$ cat src/rtl/fifo_burst_reader_if.sv
// Purpose : stream and FIFO-read signal bundle for fifo_burst_reader.
// Latency : none, wires only.
// Backpressure: m_ready_in stalls the stream; fifo_empty_in stalls FIFO reads.
// Ports (master = reader side):
//   fifo_rd_en_out  out  read request to the upstream FIFO
//   fifo_empty_in   in   upstream FIFO empty flag
//   fifo_data_in    in   upstream FIFO registered read data
//   m_data_out      out  stream data
//   m_valid_out     out  stream data valid
//   m_last_out      out  final word of burst
//   m_ready_in      in   downstream accepts word
interface fifo_burst_reader_if #(
   parameter int DATA_WIDTH = 64
);
   logic                  fifo_rd_en_out;
   logic                  fifo_empty_in;
   logic [DATA_WIDTH-1:0] fifo_data_in;
   logic [DATA_WIDTH-1:0] m_data_out;
   logic                  m_valid_out;
   logic                  m_last_out;
   logic                  m_ready_in;

   modport master (
      output fifo_rd_en_out,
      input  fifo_empty_in,
      input  fifo_data_in,
      output m_data_out,
      output m_valid_out,
      output m_last_out,
      input  m_ready_in
   );

   modport slave (
      input  fifo_rd_en_out,
      output fifo_empty_in,
      output fifo_data_in,
      input  m_data_out,
      input  m_valid_out,
      input  m_last_out,
      output m_ready_in
   );
endinterface

$ cat src/rtl/fifo_burst_reader.sv
// Purpose : drain a fixed-length burst from a sync FIFO and stream it out with last marking.
// Latency : start edge -> first m_valid_out 2 cycles later, then 1 word/cycle.
// Backpressure: m_ready_in low holds the output word; reads stop once 3 credits are in use.
// Ports:
//   clk_in, rst_n_in      clock, async active-low reset
//   start_in, burst_len_in  burst request (sampled in IDLE only)
//   busy_out, done_out    status; done_out pulses one cycle at burst end
//   bus (master)          FIFO read side and output stream
module fifo_burst_reader #(
   parameter int DATA_WIDTH = 64,
   parameter int MAX_BURST  = 1024,
   parameter int CNT_BITS   = $clog2(MAX_BURST) + 1
) (
   input  logic                clk_in,
   input  logic                rst_n_in,
   input  logic                start_in,
   input  logic [CNT_BITS-1:0] burst_len_in,
   output logic                busy_out,
   output logic                done_out,
   fifo_burst_reader_if.master bus
);

   localparam logic [CNT_BITS-1:0] MAX_LEN = CNT_BITS'(MAX_BURST);

   typedef enum logic [1:0] {
      IDLE   = 2'd0,
      ACTIVE = 2'd1,
      DONE   = 2'd2
   } state_t;

   state_t              state_q;
   state_t              state_d;
   logic [CNT_BITS-1:0] len_q;
   logic [CNT_BITS-1:0] issued_q;
   logic [CNT_BITS-1:0] sent_q;
   logic                inflight_q;

   logic [DATA_WIDTH-1:0] buf_q [3];
   logic [1:0]            wr_ptr_q;
   logic [1:0]            rd_ptr_q;
   logic [1:0]            buf_cnt_q;

   logic                  rd_en;
   logic                  push;
   logic                  pop;
   logic                  m_valid;
   logic                  m_last;
   logic                  load;
   logic [2:0]            credits_used;

   // Entries already buffered plus the word still coming from the FIFO must
   // leave room, so the unconditional push one cycle later can never overflow.
   assign credits_used = {1'b0, buf_cnt_q} + {2'b00, inflight_q};

   assign rd_en   = (state_q == ACTIVE) && !bus.fifo_empty_in &&
                    (issued_q < len_q) && (credits_used < 3'd3);
   assign push    = inflight_q;
   assign m_valid = (buf_cnt_q != 2'd0);
   assign m_last  = m_valid && (sent_q == len_q - CNT_BITS'(1));
   assign pop     = m_valid && bus.m_ready_in;
   assign load    = (state_q == IDLE) && start_in && (burst_len_in != '0);

   assign bus.fifo_rd_en_out = rd_en;
   assign bus.m_valid_out    = m_valid;
   assign bus.m_last_out     = m_last;
   assign bus.m_data_out     = buf_q[rd_ptr_q];
   assign busy_out           = (state_q != IDLE);
   assign done_out           = (state_q == DONE);

   // ---------------- FSM ----------------
   always_ff @(posedge clk_in or negedge rst_n_in) begin
      if (!rst_n_in) begin
         state_q <= IDLE;
      end else begin
         state_q <= state_d;
      end
   end

   always_comb begin
      state_d = state_q;
      case (state_q)
         IDLE: begin
            if (start_in) begin
               state_d = (burst_len_in == '0) ? DONE : ACTIVE;
            end
         end
         ACTIVE: begin
            if (pop && m_last) begin
               state_d = DONE;
            end
         end
         DONE: begin
            state_d = IDLE;
         end
         default: begin
            state_d = IDLE;
         end
      endcase
   end

   // ---------------- burst counters ----------------
   always_ff @(posedge clk_in or negedge rst_n_in) begin
      if (!rst_n_in) begin
         len_q      <= '0;
         issued_q   <= '0;
         sent_q     <= '0;
         inflight_q <= 1'b0;
      end else begin
         inflight_q <= rd_en;
         if (load) begin
            len_q    <= (burst_len_in > MAX_LEN) ? MAX_LEN : burst_len_in;
            issued_q <= '0;
            sent_q   <= '0;
         end else begin
            if (rd_en) begin
               issued_q <= issued_q + CNT_BITS'(1);
            end
            if (pop) begin
               sent_q <= sent_q + CNT_BITS'(1);
            end
         end
      end
   end

   // ---------------- 3-entry output buffer ----------------
   always_ff @(posedge clk_in or negedge rst_n_in) begin
      if (!rst_n_in) begin
         for (int i = 0; i < 3; i++) begin
            buf_q[i] <= '0;
         end
         wr_ptr_q  <= 2'd0;
         rd_ptr_q  <= 2'd0;
         buf_cnt_q <= 2'd0;
      end else begin
         if (push) begin
            buf_q[wr_ptr_q] <= bus.fifo_data_in;
            wr_ptr_q        <= (wr_ptr_q == 2'd2) ? 2'd0 : wr_ptr_q + 2'd1;
         end
         if (pop) begin
            rd_ptr_q <= (rd_ptr_q == 2'd2) ? 2'd0 : rd_ptr_q + 2'd1;
         end
         case ({push, pop})
            2'b10:   buf_cnt_q <= buf_cnt_q + 2'd1;
            2'b01:   buf_cnt_q <= buf_cnt_q - 2'd1;
            default: buf_cnt_q <= buf_cnt_q;
         endcase
      end
   end

endmodule
$ cat src/flat_wrapper.sv
// flat-port wrapper written by rule: the top's interface ports become plain ports
module fifo_burst_reader_flat 
#(
   parameter int DATA_WIDTH = 64,
   parameter int MAX_BURST  = 1024,
   parameter int CNT_BITS   = $clog2(MAX_BURST) + 1
)
  (clk_in, rst_n_in, start_in, burst_len_in, busy_out, done_out, bus_fifo_rd_en_out, bus_fifo_empty_in, bus_fifo_data_in, bus_m_data_out, bus_m_valid_out, bus_m_last_out, bus_m_ready_in);
  fifo_burst_reader_if #(.DATA_WIDTH(DATA_WIDTH)) bus_i ();
  input  logic clk_in;
  input  logic rst_n_in;
  input  logic start_in;
  input  logic [CNT_BITS-1:0] burst_len_in;
  output logic busy_out;
  output logic done_out;
  output wire logic [$bits(bus_i.fifo_rd_en_out)-1:0] bus_fifo_rd_en_out;
  input wire logic [$bits(bus_i.fifo_empty_in)-1:0] bus_fifo_empty_in;
  input wire logic [$bits(bus_i.fifo_data_in)-1:0] bus_fifo_data_in;
  output wire logic [$bits(bus_i.m_data_out)-1:0] bus_m_data_out;
  output wire logic [$bits(bus_i.m_valid_out)-1:0] bus_m_valid_out;
  output wire logic [$bits(bus_i.m_last_out)-1:0] bus_m_last_out;
  input wire logic [$bits(bus_i.m_ready_in)-1:0] bus_m_ready_in;
  assign bus_fifo_rd_en_out = bus_i.fifo_rd_en_out;
  assign bus_i.fifo_empty_in = bus_fifo_empty_in;
  assign bus_i.fifo_data_in = bus_fifo_data_in;
  assign bus_m_data_out = bus_i.m_data_out;
  assign bus_m_valid_out = bus_i.m_valid_out;
  assign bus_m_last_out = bus_i.m_last_out;
  assign bus_i.m_ready_in = bus_m_ready_in;
  fifo_burst_reader #(.DATA_WIDTH(DATA_WIDTH), .MAX_BURST(MAX_BURST), .CNT_BITS(CNT_BITS)) u_core (.clk_in(clk_in), .rst_n_in(rst_n_in), .start_in(start_in), .burst_len_in(burst_len_in), .busy_out(busy_out), .done_out(done_out), .bus(bus_i));
endmodule
$ cat config.mk
export PLATFORM = sky130hd
export DESIGN_NAME = fifo_burst_reader_flat
export DESIGN_NICKNAME = d
export VERILOG_FILES = /design/src/rtl/fifo_burst_reader_if.sv /design/src/rtl/fifo_burst_reader.sv /design/src/flat_wrapper.sv
export SDC_FILE = /design/constraint.sdc
export NUM_CORES = 1
export LEC_CHECK = 0
export ABC_AREA = 1
export BUFFER_PORTS_ARGS = -buffer_cell sky130_fd_sc_hd__buf_2
export CAP_MARGIN = 20
export CORE_MARGIN = 2
export CORE_UTILIZATION = 25
export CTS_BUF_LIST = sky130_fd_sc_hd__clkbuf_4 sky130_fd_sc_hd__clkbuf_8
export DETAILED_ROUTE_END_ITERATION = 12
export PLACE_DENSITY = 0.42
export SYNTH_ARGS = -nofsm -noshare
export SYNTH_HDL_FRONTEND = slang
export SYNTH_SLANG_ARGS = --single-unit
$ cat constraint.sdc
create_clock -name clk_in -period 2.1 [get_ports clk_in]
set_input_delay 0.42 -clock clk_in [delete_from_list [all_inputs] [get_ports clk_in]]
set_output_delay 0.42 -clock clk_in [all_outputs]
set_load 0.01 [all_outputs]
Word level (Yosys, flattened, before mapping)
Index checks and enable logic that the tools add are counted.
Storage, ports and cells
  logic and storage cells: 73
  output and inout port bits: 69
  flip-flop bits (word level): 234
Operators by class
  reduce and logical (&&, ||, !) cells: 19
  magnitude comparators: 6
  eq/ne operators: 9
  bitwise gates (word level): 2
  multiplexer cells: 18
  $add $sub $neg: 8
Operator list (number)
  bitwise mux 192 bit: 1
  2-to-1 mux 64 bit: 3
  binary-select mux 64 bit (select 2 bit): 1
  demux 64 bit (select 2 bit): 1
  2-to-1 mux 11 bit: 5
  adder 11 x 1 -> 11 bit, second input constant: 2
  == test 11 bit: 1
  > comparator 11 bit, second input constant: 1
  logical NOT 11 bit: 1
  < comparator 11 bit: 1
  nonzero test 11 bit: 1
  subtractor 11 x 1 -> 11 bit, second input constant: 1
  2-to-1 mux 2 bit: 5
  nonzero test 2 bit: 5
  logical AND 1 bit: 9
  == test 2 bit, second input constant: 4
  one-hot mux 2 bit (2 select lines): 2
  adder 2 x 1 -> 2 bit, second input constant: 3
  greater-or-equal comparator 3 bit, second input constant: 2
  NOT 2 -> 3 bit: 2
  == test 2 x 1 -> 1 bit, second input constant: 2
  inequality test 2 bit, second input constant: 2
  adder 2 x 1 -> 3 bit: 1
  < comparator 3 x 1 -> 1 bit, second input constant: 1
  5 further kinds: 5

Logic depth before layout (Yosys ltp)
Gate-level depths: netlist (run 1).
  depth after elaboration: 6
  mapped depth: 15
  gate-level depth less buffers: 14

Worst setup path before layout (run 1)
No wires, ideal clock.
  kind: register -> output
  from: register u_core.len_q[0]
  to: output port bus_m_last_out
  setup slack: 99 ps
  cell stages (with the launch flop): 12
  required time: 1680 ps
  arrival time: 1581 ps
  path buffers: 1
  cells stage by stage: dfrtp_1 > inv_2 > ha_1 > buf_2 > or2_0 > nand3_1 > nand2_1 > nor2_1 > nand3b_1 > nor2_1 > nand4_1 > nor2_1
On the way
  word-level cells in the longest chain between the ends: 3
Ends and longest elaborated chain
  start, declared: RTL line fifo_burst_reader.sv:33  | logic [CNT_BITS-1:0] len_q;
  start signal, assigned: RTL line fifo_burst_reader.sv:111  | len_q <= (burst_len_in > MAX_LEN) ? MAX_LEN : burst_len_in;
  subtractor 11 x 1 -> 11 bit: RTL line fifo_burst_reader.sv:59  | assign m_last = m_valid && (sent_q == len_q - CNT_BITS'(1));
  == test 11 bit: RTL line fifo_burst_reader.sv:59
  logical AND 1 bit: RTL line fifo_burst_reader.sv:59
  end, declared: RTL line flat_wrapper.sv:21  | output wire logic [$bits(bus_i.m_last_out)-1:0] bus_m_last_out;
No other way between the ends.

Worst setup path after layout (run 1)
Ends and elaborated chain as after synthesis.

==> results of run 1 <==
[final timing paths]
kind                             startpoint                end  slack, ns  cells past startpoint
max reg2reg                 u_core.len_q[0]  u_core.state_q[0]       0.20                     15
max in group asynchronous          rst_n_in   u_core.buf_q[99]       1.07                      3
min in group asynchronous          rst_n_in   u_core.len_q[10]       0.31                      2
min                         burst_len_in[9]    u_core.len_q[9]       0.07                      3
max                         u_core.len_q[0]     bus_m_last_out      -0.53                     13
min reg2reg                u_core.buf_q[55]   u_core.buf_q[55]       0.48                      2
[through the flow]
| step | power [mW] | util (%) | cells | TNS [ns] |
|---|---|---|---|---|
| after floorplan | 13.3 | - | 1350 | 0 |
| after global placement | 17.0 | 29.5 | 2056 | -0.116 |
| after detailed placement | 17.1 | 29.5 | 2056 | -0.0989 |
| after CTS | 29.5 | 38.6 | 2218 | -21.00 |
| after global routing | 31.5 | 39.1 | 2210 | -23.06 |
| final | 29.4 | 39.1 | 2210 | -16.58 |
[registers in the layout (all words and copies together), names as in the netlist]
signal / count
u_core.rd_ptr_q: 2
u_core.wr_ptr_q: 2
u_core.issued_q: 11
u_core.len_q: 11
u_core.inflight_q: 1
u_core.buf_q: 192
u_core.sent_q: 11
u_core.state_q: 2
u_core.buf_cnt_q: 2
[synthesized netlist by cell type (2+ instances only)]
master | instances | area share (%)
sky130_fd_sc_hd__nand2_1 | 402 | 14
sky130_fd_sc_hd__dfrtp_1 | 234 | 54
sky130_fd_sc_hd__o21ai_0 | 214 | 9.8
sky130_fd_sc_hd__nand3_1 | 173 | 7.9
sky130_fd_sc_hd__inv_1 | 110 | 3.8
sky130_fd_sc_hd__clkbuf_1 | 63 | 2.2
sky130_fd_sc_hd__nor2_1 | 44 | 1.5
sky130_fd_sc_hd__a21oi_1 | 18 | 0.82
sky130_fd_sc_hd__ha_1 | 16 | 1.8
sky130_fd_sc_hd__o21ai_1 | 14 | 0.64
sky130_fd_sc_hd__xor2_1 | 14 | 1.1
sky130_fd_sc_hd__buf_1 | 6 | 0.21
sky130_fd_sc_hd__buf_2 | 5 | 0.23
sky130_fd_sc_hd__inv_2 | 4 | 0.14
sky130_fd_sc_hd__nand4_1 | 3 | 0.17
sky130_fd_sc_hd__nor3_1 | 3 | 0.14
sky130_fd_sc_hd__nor4_1 | 3 | 0.17
sky130_fd_sc_hd__buf_4 | 2 | 0.14
sky130_fd_sc_hd__nand2_2 | 2 | 0.11
sky130_fd_sc_hd__nand3b_1 | 2 | 0.14
sky130_fd_sc_hd__nand4_2 | 2 | 0.23
sky130_fd_sc_hd__nor3_2 | 2 | 0.18
sky130_fd_sc_hd__or2_2 | 2 | 0.11
[logic make-up (layout without fill, tap and decap cells)]
logic type,Yosys count,count (layout),share of synthesized area [%]
AOI/OAI and AO/OA,250,250,11.6
xor gates and xnor gates,15,15,1.20
adders and majority gates,16,16,1.83
buffers and inverters,192,467,6.80
DFF,234,234,53.6
and+or+nand+nor,643,643,25.0
[worst register-to-register path, stage by stage (launching register included)]
cell,delay [ns]
sky130_fd_sc_hd__dfrtp_1,0.38
sky130_fd_sc_hd__inv_2,0.08
sky130_fd_sc_hd__ha_4,0.20
sky130_fd_sc_hd__nand2_2,0.05
sky130_fd_sc_hd__nand2_1,0.04
sky130_fd_sc_hd__inv_1,0.04
sky130_fd_sc_hd__nand4_1,0.10
sky130_fd_sc_hd__buf_4,0.15
sky130_fd_sc_hd__buf_4,0.12
sky130_fd_sc_hd__buf_4,0.13
sky130_fd_sc_hd__nor2_4,0.07
sky130_fd_sc_hd__nand3_2,0.06
sky130_fd_sc_hd__nor2_2,0.11
sky130_fd_sc_hd__nand3_1,0.10
sky130_fd_sc_hd__nand2_1,0.09
sky130_fd_sc_hd__nand2_1,0.05
[power by group]
group	total, mW	switching [mW]	internal [mW]	leakage (nW)
sequential	8.37	1.70	6.67	2.82
clock	5.39	2.13	3.26	0.574
combinational	15.6	7.96	7.66	5.23
total	29.4	11.8	17.6	8.62
[layer usage]
metal | GRT usage, % | share of wire (%) | vias to the layer above
met4 | 5.52 | 1.9 | 2
met3 | 3.60 | 4.2 | 56
met1 | 24.0 | 46 | 4849
met2 | 29.2 | 47 | 192
li1 | - | - | 4893
met5 | 0 | 0.033 | -
[final cells by class]
class | count | area [sq um] | area share, %
Clock buffer | 81 | 971 | 5.77
Clock inverter | 6 | 111 | 0.662
Inverter | 115 | 443 | 2.63
Multi-Input combinational cell | 924 | 5690 | 33.8
Sequential cell | 234 | 5860 | 34.8
Tap cell | 585 | 732 | 4.35
Timing Repair Buffer | 265 | 3020 | 18.0
[timing repair]
item | in CTS | in global routing
pin swaps | 65 | 52
buffers inserted | 47 | 4
endpoints found under the setup margin | 66 | 68
gates cloned | 29 | 1
resized for setup | 384 | 78
endpoints found under the hold margin | 31 | 0
hold buffers | 1 | 0
==> impl_results.html, run 1 <==
<table>
<tr><th>Metric</th><th>Value</th></tr>
<tr><th colspan="2">Run status</th></tr>
<tr><td>Run status</td><td>finished with violations</td></tr>
<tr><td>Violated checks</td><td>setup timing</td></tr>
<tr><th colspan="2">Detailed routing</th></tr>
<tr><td>Wire per inst</td><td>18.0 microns</td></tr>
<tr><td>Vias after detailed routing</td><td>9,992</td></tr>
<tr><td>Via density per instance</td><td>4.52</td></tr>
<tr><td>DR DRC count</td><td>0</td></tr>
<tr><td>Detailed Routing Iterations Pass 1</td><td>5</td></tr>
<tr><td>Violation count after the first detailed-route iteration</td><td>499</td></tr>
<tr><td>Final wirelength</td><td>39,700 microns</td></tr>
<tr><td>Antenna Nets Post-Route</td><td>0</td></tr>
<tr><th colspan="2">Final layout</th></tr>
<tr><td>FILL cells</td><td>4,383</td></tr>
<tr><td>Finished layout cell area</td><td>16,800 sq um</td></tr>
<tr><td>Layout area overhead</td><td>54.0%</td></tr>
<tr><td>Number of antenna repair diodes</td><td>0</td></tr>
<tr><td>Most common library cell in the layout ignoring fill and taps</td><td>sky130_fd_sc_hd__nand2_1</td></tr>
<tr><td>Fraction of final layout cells sized beyond drive strength 1</td><td>35.9%</td></tr>
<tr><td>Most frequent cells in the layout</td><td>sky130_fd_sc_hd__nand2_1, sky130_fd_sc_hd__dfrtp_1, sky130_fd_sc_hd__o21ai_0, sky130_fd_sc_hd__inv_1, sky130_fd_sc_hd__nand3_1</td></tr>
<tr><td>Final Net Count</td><td>1,684</td></tr>
<tr><th colspan="2">Global routing</th></tr>
<tr><td>Global-route wire length before repair</td><td>60,900 microns</td></tr>
<tr><td>Overall track demand over capacity in global routing</td><td>18.0%</td></tr>
<tr><td>Number of global-route vias before repair</td><td>10.2k</td></tr>
<tr><td>Pin count of the biggest net entering global routing</td><td>68</td></tr>
<tr><td>Final global-route overflow total</td><td>0</td></tr>
<tr><td>Antenna violations before repair</td><td>1</td></tr>
<tr><th colspan="2">Yosys</th></tr>
<tr><td>Synth unique cells</td><td>35</td></tr>
<tr><td>Prevailing post-synth register cell</td><td>sky130_fd_sc_hd__dfrtp_1</td></tr>
<tr><td>Synth Instances</td><td>1,350</td></tr>
<tr><td>Synth Area per Inst</td><td>8.09 sq um</td></tr>
<tr><td>EDFF count, synth</td><td>0</td></tr>
<tr><td>Nets in the synthesized netlist</td><td>1,446</td></tr>
<tr><td>Register area share after synthesis</td><td>53.6%</td></tr>
<tr><td>Share of async-settable or async-resettable flops after synthesis</td><td>100%</td></tr>
<tr><td>Yosys warning total</td><td>0</td></tr>
<tr><td>Synthesized flop and latch total</td><td>234</td></tr>
<tr><td>Mapped cell area</td><td>10,900 sq um</td></tr>
<tr><th colspan="2">Timing</th></tr>
<tr><td>Finish-stage setup viols</td><td>66</td></tr>
<tr><td>Least-Margin Pin Slew</td><td>0.488 ns</td></tr>
<tr><td>Final hold violations</td><td>0</td></tr>
<tr><td>Max-Slew Margin vs Limit</td><td>67.2%</td></tr>
<tr><td>Post-route worst hold slack</td><td>0.0747 ns</td></tr>
<tr><td>Number of slew-limit violations in the final report</td><td>0</td></tr>
<tr><td>Min cycle time layout</td><td>2.63 ns</td></tr>
<tr><td>Crit share post-route</td><td>125%</td></tr>
<tr><td>RSZ-0062 raised after global routing</td><td>yes</td></tr>
<tr><td>Max frequency</td><td>381 MHz</td></tr>
<tr><td>Worst setup skew after layout</td><td>0.0187 ns</td></tr>
<tr><td>Worst path setup slack after routing</td><td>-0.527 ns</td></tr>
<tr><th colspan="2">Worst setup path</th></tr>
<tr><td>Crit-path max cell delay</td><td>0.38 ns</td></tr>
<tr><td>CP endpoint kind</td><td>primary output</td></tr>
<tr><td>Family with the most delay on the worst path</td><td>simple AND/OR/NAND/NOR gates</td></tr>
<tr><td>Critical path type</td><td>flip-flop to primary output</td></tr>
<tr><td>Required time reported for the critical path endpoint</td><td>1.68 ns</td></tr>
<tr><td>Slowest CP cell</td><td>sky130_fd_sc_hd__dfrtp_1</td></tr>
<tr><td>Data arrival at the endpoint of the critical path</td><td>2.21 ns</td></tr>
<tr><td>Type of origin of the critical path</td><td>flip-flop</td></tr>
<tr><td>Count of buffering cells on the critical path with inverters included</td><td>2</td></tr>
<tr><td>Maximum fanout along the worst path</td><td>6</td></tr>
<tr><td>CP cell instances</td><td>inv_2 &gt; ha_4 &gt; nand2_4 &gt; nor2_4 &gt; nand2_1 &gt; nand2_1 &gt; nand2_1 &gt; nand2_1 &gt; o21ai_0 &gt; nor2_1 &gt; nand4_1 &gt; nor2_2 &gt; buf_2</td></tr>
<tr><td>Cell with the most instances on the worst path</td><td>sky130_fd_sc_hd__nand2_1</td></tr>
<tr><th colspan="2">Floorplanning</th></tr>
<tr><td>Die Wd</td><td>213 microns</td></tr>
<tr><td>Core Region</td><td>43,100 sq um</td></tr>
<tr><td>Num rows</td><td>76</td></tr>
<tr><td>Die area</td><td>45,400 sq um</td></tr>
<tr><td>Height of the die</td><td>213 microns</td></tr>
<tr><td>Starting density of the core</td><td>25.4%</td></tr>
<tr><td>IO Pins</td><td>149</td></tr>
<tr><th colspan="2">Placement</th></tr>
<tr><td>Placed instance area</td><td>12,700 sq um</td></tr>
<tr><td>Routability cong.</td><td>0.794</td></tr>
<tr><td>Count of buffers from port buffering</td><td>148</td></tr>
<tr><td>Setup WS pre-CTS</td><td>-0.0989 ns</td></tr>
<tr><td>Post-detailed-placement half-perimeter wirelength</td><td>21,000 microns</td></tr>
<tr><th colspan="2">CTS</th></tr>
<tr><td>Clock tree root buffer cell</td><td>sky130_fd_sc_hd__clkbuf_8</td></tr>
<tr><td>TritonCTS Buffers</td><td>48</td></tr>
<tr><td>Clk Latency, worst-skew pair</td><td>0.61 ns</td></tr>
<tr><td>Clock sink count</td><td>234</td></tr>
<tr><td>H-tree Lvls</td><td>2</td></tr>
<tr><td>Clock tree from TritonCTS</td><td>built</td></tr>
<tr><td>Number of buffers on the longest clock path</td><td>3</td></tr>
<tr><td>Clock slew at reported path FFs</td><td>0.06 ns</td></tr>
<tr><th colspan="2">Run</th></tr>
<tr><td>Number of maximum-capacitance violations</td><td>0</td></tr>
<tr><th colspan="2">Worst hold path</th></tr>
<tr><td>Min-delay worst type</td><td>input port to flip-flop</td></tr>
<tr><th colspan="2">Power</th></tr>
<tr><td>Standby leakage power</td><td>8.62 nW</td></tr>
<tr><td>Worst voltage drop across the vdd grid</td><td>0.672 mV</td></tr>
<tr><td>PwrDens</td><td>1750 nW/um^2</td></tr>
</table>
No activity file was read; power rests on OpenSTA's default activity.
==> run 2, diff against run 1 <==
==> constraint.sdc (replaced) <==
create_clock -name clk_in -period 2.5 [get_ports clk_in]
set_input_delay 0.5 -clock clk_in [delete_from_list [all_inputs] [get_ports clk_in]]
set_output_delay 0.5 -clock clk_in [all_outputs]
set_load 0.01 [all_outputs]
==> impl_results.html, run 2 (synthesis results as in run 1) <==
<table>
<tr><th>Metric</th><th>Value</th></tr>
<tr><th colspan="2">CTS</th></tr>
<tr><td>Clock slew at reported path FFs</td><td>0.06 ns (about the same)</td></tr>
<tr><td>Number of buffers on the longest clock path</td><td>3 (unchanged)</td></tr>
<tr><td>Clock sink count</td><td>234 (unchanged)</td></tr>
<tr><td>H-tree Lvls</td><td>2 (unchanged)</td></tr>
<tr><td>Clock tree root buffer cell</td><td>sky130_fd_sc_hd__clkbuf_8</td></tr>
<tr><td>TritonCTS Buffers</td><td>46 (-4.2%)</td></tr>
<tr><td>Clk Latency, worst-skew pair</td><td>0.61 ns (about the same)</td></tr>
<tr><td>Clock tree from TritonCTS</td><td>built</td></tr>
<tr><th colspan="2">Global routing</th></tr>
<tr><td>Antenna violations before repair</td><td>2 (+1)</td></tr>
<tr><td>Global-route wire length before repair</td><td>59,400 microns (-2.4%)</td></tr>
<tr><td>Pin count of the biggest net entering global routing</td><td>75 (+10%)</td></tr>
<tr><td>Final global-route overflow total</td><td>0 (unchanged)</td></tr>
<tr><td>Overall track demand over capacity in global routing</td><td>17.3% (-0.67 points)</td></tr>
<tr><td>Number of global-route vias before repair</td><td>10.1k (-1.7%)</td></tr>
<tr><th colspan="2">Detailed routing</th></tr>
<tr><td>Wire per inst</td><td>17.6 microns (-2.4%)</td></tr>
<tr><td>DR DRC count</td><td>0 (unchanged)</td></tr>
<tr><td>Antenna Nets Post-Route</td><td>0 (unchanged)</td></tr>
<tr><td>Via density per instance</td><td>4.51 (-0.15%)</td></tr>
<tr><td>Detailed Routing Iterations Pass 1</td><td>5 (unchanged)</td></tr>
<tr><td>Vias after detailed routing</td><td>9,814 (-1.8%)</td></tr>
<tr><td>Violation count after the first detailed-route iteration</td><td>561 (+12%)</td></tr>
<tr><td>Final wirelength</td><td>38,200 microns (-4.0%)</td></tr>
<tr><th colspan="2">Timing</th></tr>
<tr><td>Number of slew-limit violations in the final report</td><td>0 (unchanged)</td></tr>
<tr><td>Least-Margin Pin Slew</td><td>0.786 ns (+0.298 ns)</td></tr>
<tr><td>Max frequency</td><td>368 MHz</td></tr>
<tr><td>Crit share post-route</td><td>109%</td></tr>
<tr><td>Worst setup skew after layout</td><td>0.0198 ns (+0.00104 ns)</td></tr>
<tr><td>RSZ-0062 raised after global routing</td><td>yes</td></tr>
<tr><td>Worst path setup slack after routing</td><td>-0.218 ns (+0.309 ns)</td></tr>
<tr><td>Max-Slew Margin vs Limit</td><td>47.6% (-20 points)</td></tr>
<tr><td>Post-route worst hold slack</td><td>0.162 ns (+0.0876 ns)</td></tr>
<tr><td>Final hold violations</td><td>0 (unchanged)</td></tr>
<tr><td>Finish-stage setup viols</td><td>6 (-91%)</td></tr>
<tr><td>Min cycle time layout</td><td>2.72 ns</td></tr>
<tr><td>Setup tns final</td><td>-0.268 ns (+16.31 ns)</td></tr>
<tr><th colspan="2">Placement</th></tr>
<tr><td>Placed Cells incl. Taps</td><td>2,039 (-0.83%)</td></tr>
<tr><td>Routability cong.</td><td>0.853 (+7.5%)</td></tr>
<tr><td>Post-detailed-placement half-perimeter wirelength</td><td>20,200 microns (-3.5%)</td></tr>
<tr><td>Placed instance area</td><td>12,500 sq um (-1.5%)</td></tr>
<tr><td>Count of buffers from port buffering</td><td>148 (unchanged)</td></tr>
<tr><td>Setup WS pre-CTS</td><td>0.191 ns (+0.290 ns)</td></tr>
<tr><th colspan="2">Worst setup path</th></tr>
<tr><td>Register-to-Register Setup Slack</td><td>0.62 ns (+0.42 ns)</td></tr>
<tr><td>Required time reported for the critical path endpoint</td><td>2.00 ns (+0.32 ns)</td></tr>
<tr><td>Worst flop-to-flop path startpoint</td><td>u_core.len_q[4]</td></tr>
<tr><td>Critical path type</td><td>flip-flop to primary output</td></tr>
<tr><td>Length in cells of the worst reg-to-reg path</td><td>9 (-6)</td></tr>
<tr><td>Data arrival at the endpoint of the critical path</td><td>2.22 ns (about the same)</td></tr>
<tr><td>Worst reg2reg path endpoint</td><td>u_core.issued_q[9]</td></tr>
<tr><td>CP endpoint kind</td><td>primary output</td></tr>
<tr><td>Maximum fanout along the worst path</td><td>5 (-1)</td></tr>
<tr><td>Type of origin of the critical path</td><td>flip-flop</td></tr>
<tr><th colspan="2">Worst hold path</th></tr>
<tr><td>Min-delay worst type</td><td>input port to flip-flop</td></tr>
<tr><td>Worst hold path startpoint</td><td>burst_len_in[7]</td></tr>
<tr><td>Worst min-delay path endpoint</td><td>u_core.len_q[7]</td></tr>
<tr><td>Number of cells on the worst hold path</td><td>3 (unchanged)</td></tr>
<tr><th colspan="2">Run status</th></tr>
<tr><td>Run status</td><td>finished with violations</td></tr>
<tr><td>Violated checks</td><td>setup timing</td></tr>
<tr><th colspan="2">Floorplanning</th></tr>
<tr><td>Core Region</td><td>43,100 sq um (unchanged)</td></tr>
<tr><td>Die area</td><td>45,400 sq um (unchanged)</td></tr>
<tr><td>Starting density of the core</td><td>25.4% (unchanged)</td></tr>
<tr><td>Num rows</td><td>76 (unchanged)</td></tr>
<tr><td>Height of the die</td><td>213 microns (unchanged)</td></tr>
<tr><td>Die Wd</td><td>213 microns (unchanged)</td></tr>
<tr><td>IO Pins</td><td>149 (unchanged)</td></tr>
<tr><th colspan="2">Final layout</th></tr>
<tr><td>Number of antenna repair diodes</td><td>0 (unchanged)</td></tr>
<tr><td>Most frequent cells in the layout</td><td>sky130_fd_sc_hd__nand2_1, sky130_fd_sc_hd__dfrtp_1, sky130_fd_sc_hd__o21ai_0, sky130_fd_sc_hd__inv_1, sky130_fd_sc_hd__nand3_1</td></tr>
<tr><td>Layout area overhead</td><td>46.3%</td></tr>
<tr><td>Number of standard cells in the final layout excluding fillers</td><td>2,174 (-1.6%)</td></tr>
<tr><td>Final Net Count</td><td>1,655 (-1.7%)</td></tr>
<tr><td>Fraction of final layout cells sized beyond drive strength 1</td><td>34.2% (-1.6 points)</td></tr>
<tr><td>Most common library cell in the layout ignoring fill and taps</td><td>sky130_fd_sc_hd__nand2_1</td></tr>
<tr><td>FILL cells</td><td>4,436 (+1.2%)</td></tr>
<tr><td>Fin util</td><td>37.1% (-1.9 points)</td></tr>
<tr><td>Finished layout cell area</td><td>16,000 sq um (-5.0%)</td></tr>
<tr><td>Number of flip-flops under the largest register name</td><td>192 (unchanged)</td></tr>
<tr><td>Largest register by flop count</td><td>u_core.buf_q</td></tr>
<tr><th colspan="2">Power</th></tr>
<tr><td>PwrDens</td><td>1430 nW/um^2 (-18%)</td></tr>
<tr><td>Standby leakage power</td><td>8.18 nW (-5.1%)</td></tr>
<tr><td>Worst voltage drop across the vdd grid</td><td>0.662 mV (-1.4%)</td></tr>
<tr><td>Total Power Consumption</td><td>22.9 mW (-22%)</td></tr>
<tr><th colspan="2">Run</th></tr>
<tr><td>Number of maximum-capacitance violations</td><td>0 (unchanged)</td></tr>
</table>
run 2: cell count changes in the layout (fill, tap and decap cells not counted), moves of 3 or more:
cell / before / now
sky130_fd_sc_hd__nand2_2: 13 / 31
sky130_fd_sc_hd__nand2_4: 89 / 72
sky130_fd_sc_hd__buf_16: 27 / 15
sky130_fd_sc_hd__buf_4: 47 / 39
sky130_fd_sc_hd__nand3_2: 65 / 73
sky130_fd_sc_hd__buf_12: 31 / 24
sky130_fd_sc_hd__nand3_4: 17 / 10
sky130_fd_sc_hd__clkbuf_4: 23 / 17
sky130_fd_sc_hd__bufinv_16: 3 / 0
sky130_fd_sc_hd__clkbuf_8: 58 / 55
sky130_fd_sc_hd__clkinv_2: 2 / 5
sky130_fd_sc_hd__nor2_1: 36 / 39
run 2: timing repair:
action / CTS / global route
gates resized for setup: 320 / 111
gates cloned: 20 / 1
pin swaps: 55 / 32
setup endpoints to repair: 66 / 66
endpoints found under the hold margin: 47 / 0
buffers inserted: 44 / 4
hold buffers: 1 / 0
run 2: metal layers:
| layer | global-route usage [%] | share of wire [%] |
|---|---|---|
| met3 | 3.29 | 3.9 |
| met1 | 23.7 | 47 |
| met2 | 27.4 | 46 |
| met4 | 5.84 | 2.3 |
| met5 | 0 | 0.071 |
run 2: layout make-up:
type	instances	area, sq um	area share, %
Timing Repair Buffer	238	2500	15.6
Clock inverter	6	37.5	0.235
Sequential cell	234	5860	36.7
Tap cell	585	732	4.58
Inverter	115	440	2.75
Multi-Input combinational cell	924	5530	34.6
Clock buffer	72	885	5.53
run 2: worst max path at each step:
stage,startpoint,slack [ns],to
2_1_floorplan,u_core.len_q[0],0.42,bus_m_last_out
3_3_place_gp,u_core.len_q[0],0.17,bus_m_last_out
3_5_place_dp,u_core.len_q[0],0.19,bus_m_last_out
4_1_cts,u_core.len_q[0],-0.32,bus_m_last_out
5_1_grt,u_core.len_q[0],-0.43,bus_m_last_out
6_report,u_core.len_q[0],-0.22,bus_m_last_out
run 2: power breakdown:
group	leakage (nW)	switching, mW	internal [mW]	total (mW)
Clock	0.498	1.73	2.23	3.96
Sequential	2.82	1.39	5.61	6.99
Combinational	4.86	6.29	5.68	12.0
run 2: worst max-delay path, cell delays in order, from the launching register on:
cell and delay [ns]:
sky130_fd_sc_hd__dfrtp_1 0.39, sky130_fd_sc_hd__inv_2 0.08, sky130_fd_sc_hd__ha_4 0.15, sky130_fd_sc_hd__nand2_1 0.08
sky130_fd_sc_hd__nor2_1 0.13, sky130_fd_sc_hd__nand2_1 0.07, sky130_fd_sc_hd__nand2_1 0.07, sky130_fd_sc_hd__nand2_1 0.06
sky130_fd_sc_hd__nand2_1 0.07, sky130_fd_sc_hd__o21ai_0 0.08, sky130_fd_sc_hd__nor2_1 0.09, sky130_fd_sc_hd__nand4_1 0.09
sky130_fd_sc_hd__nor2_2 0.12, sky130_fd_sc_hd__buf_2 0.14
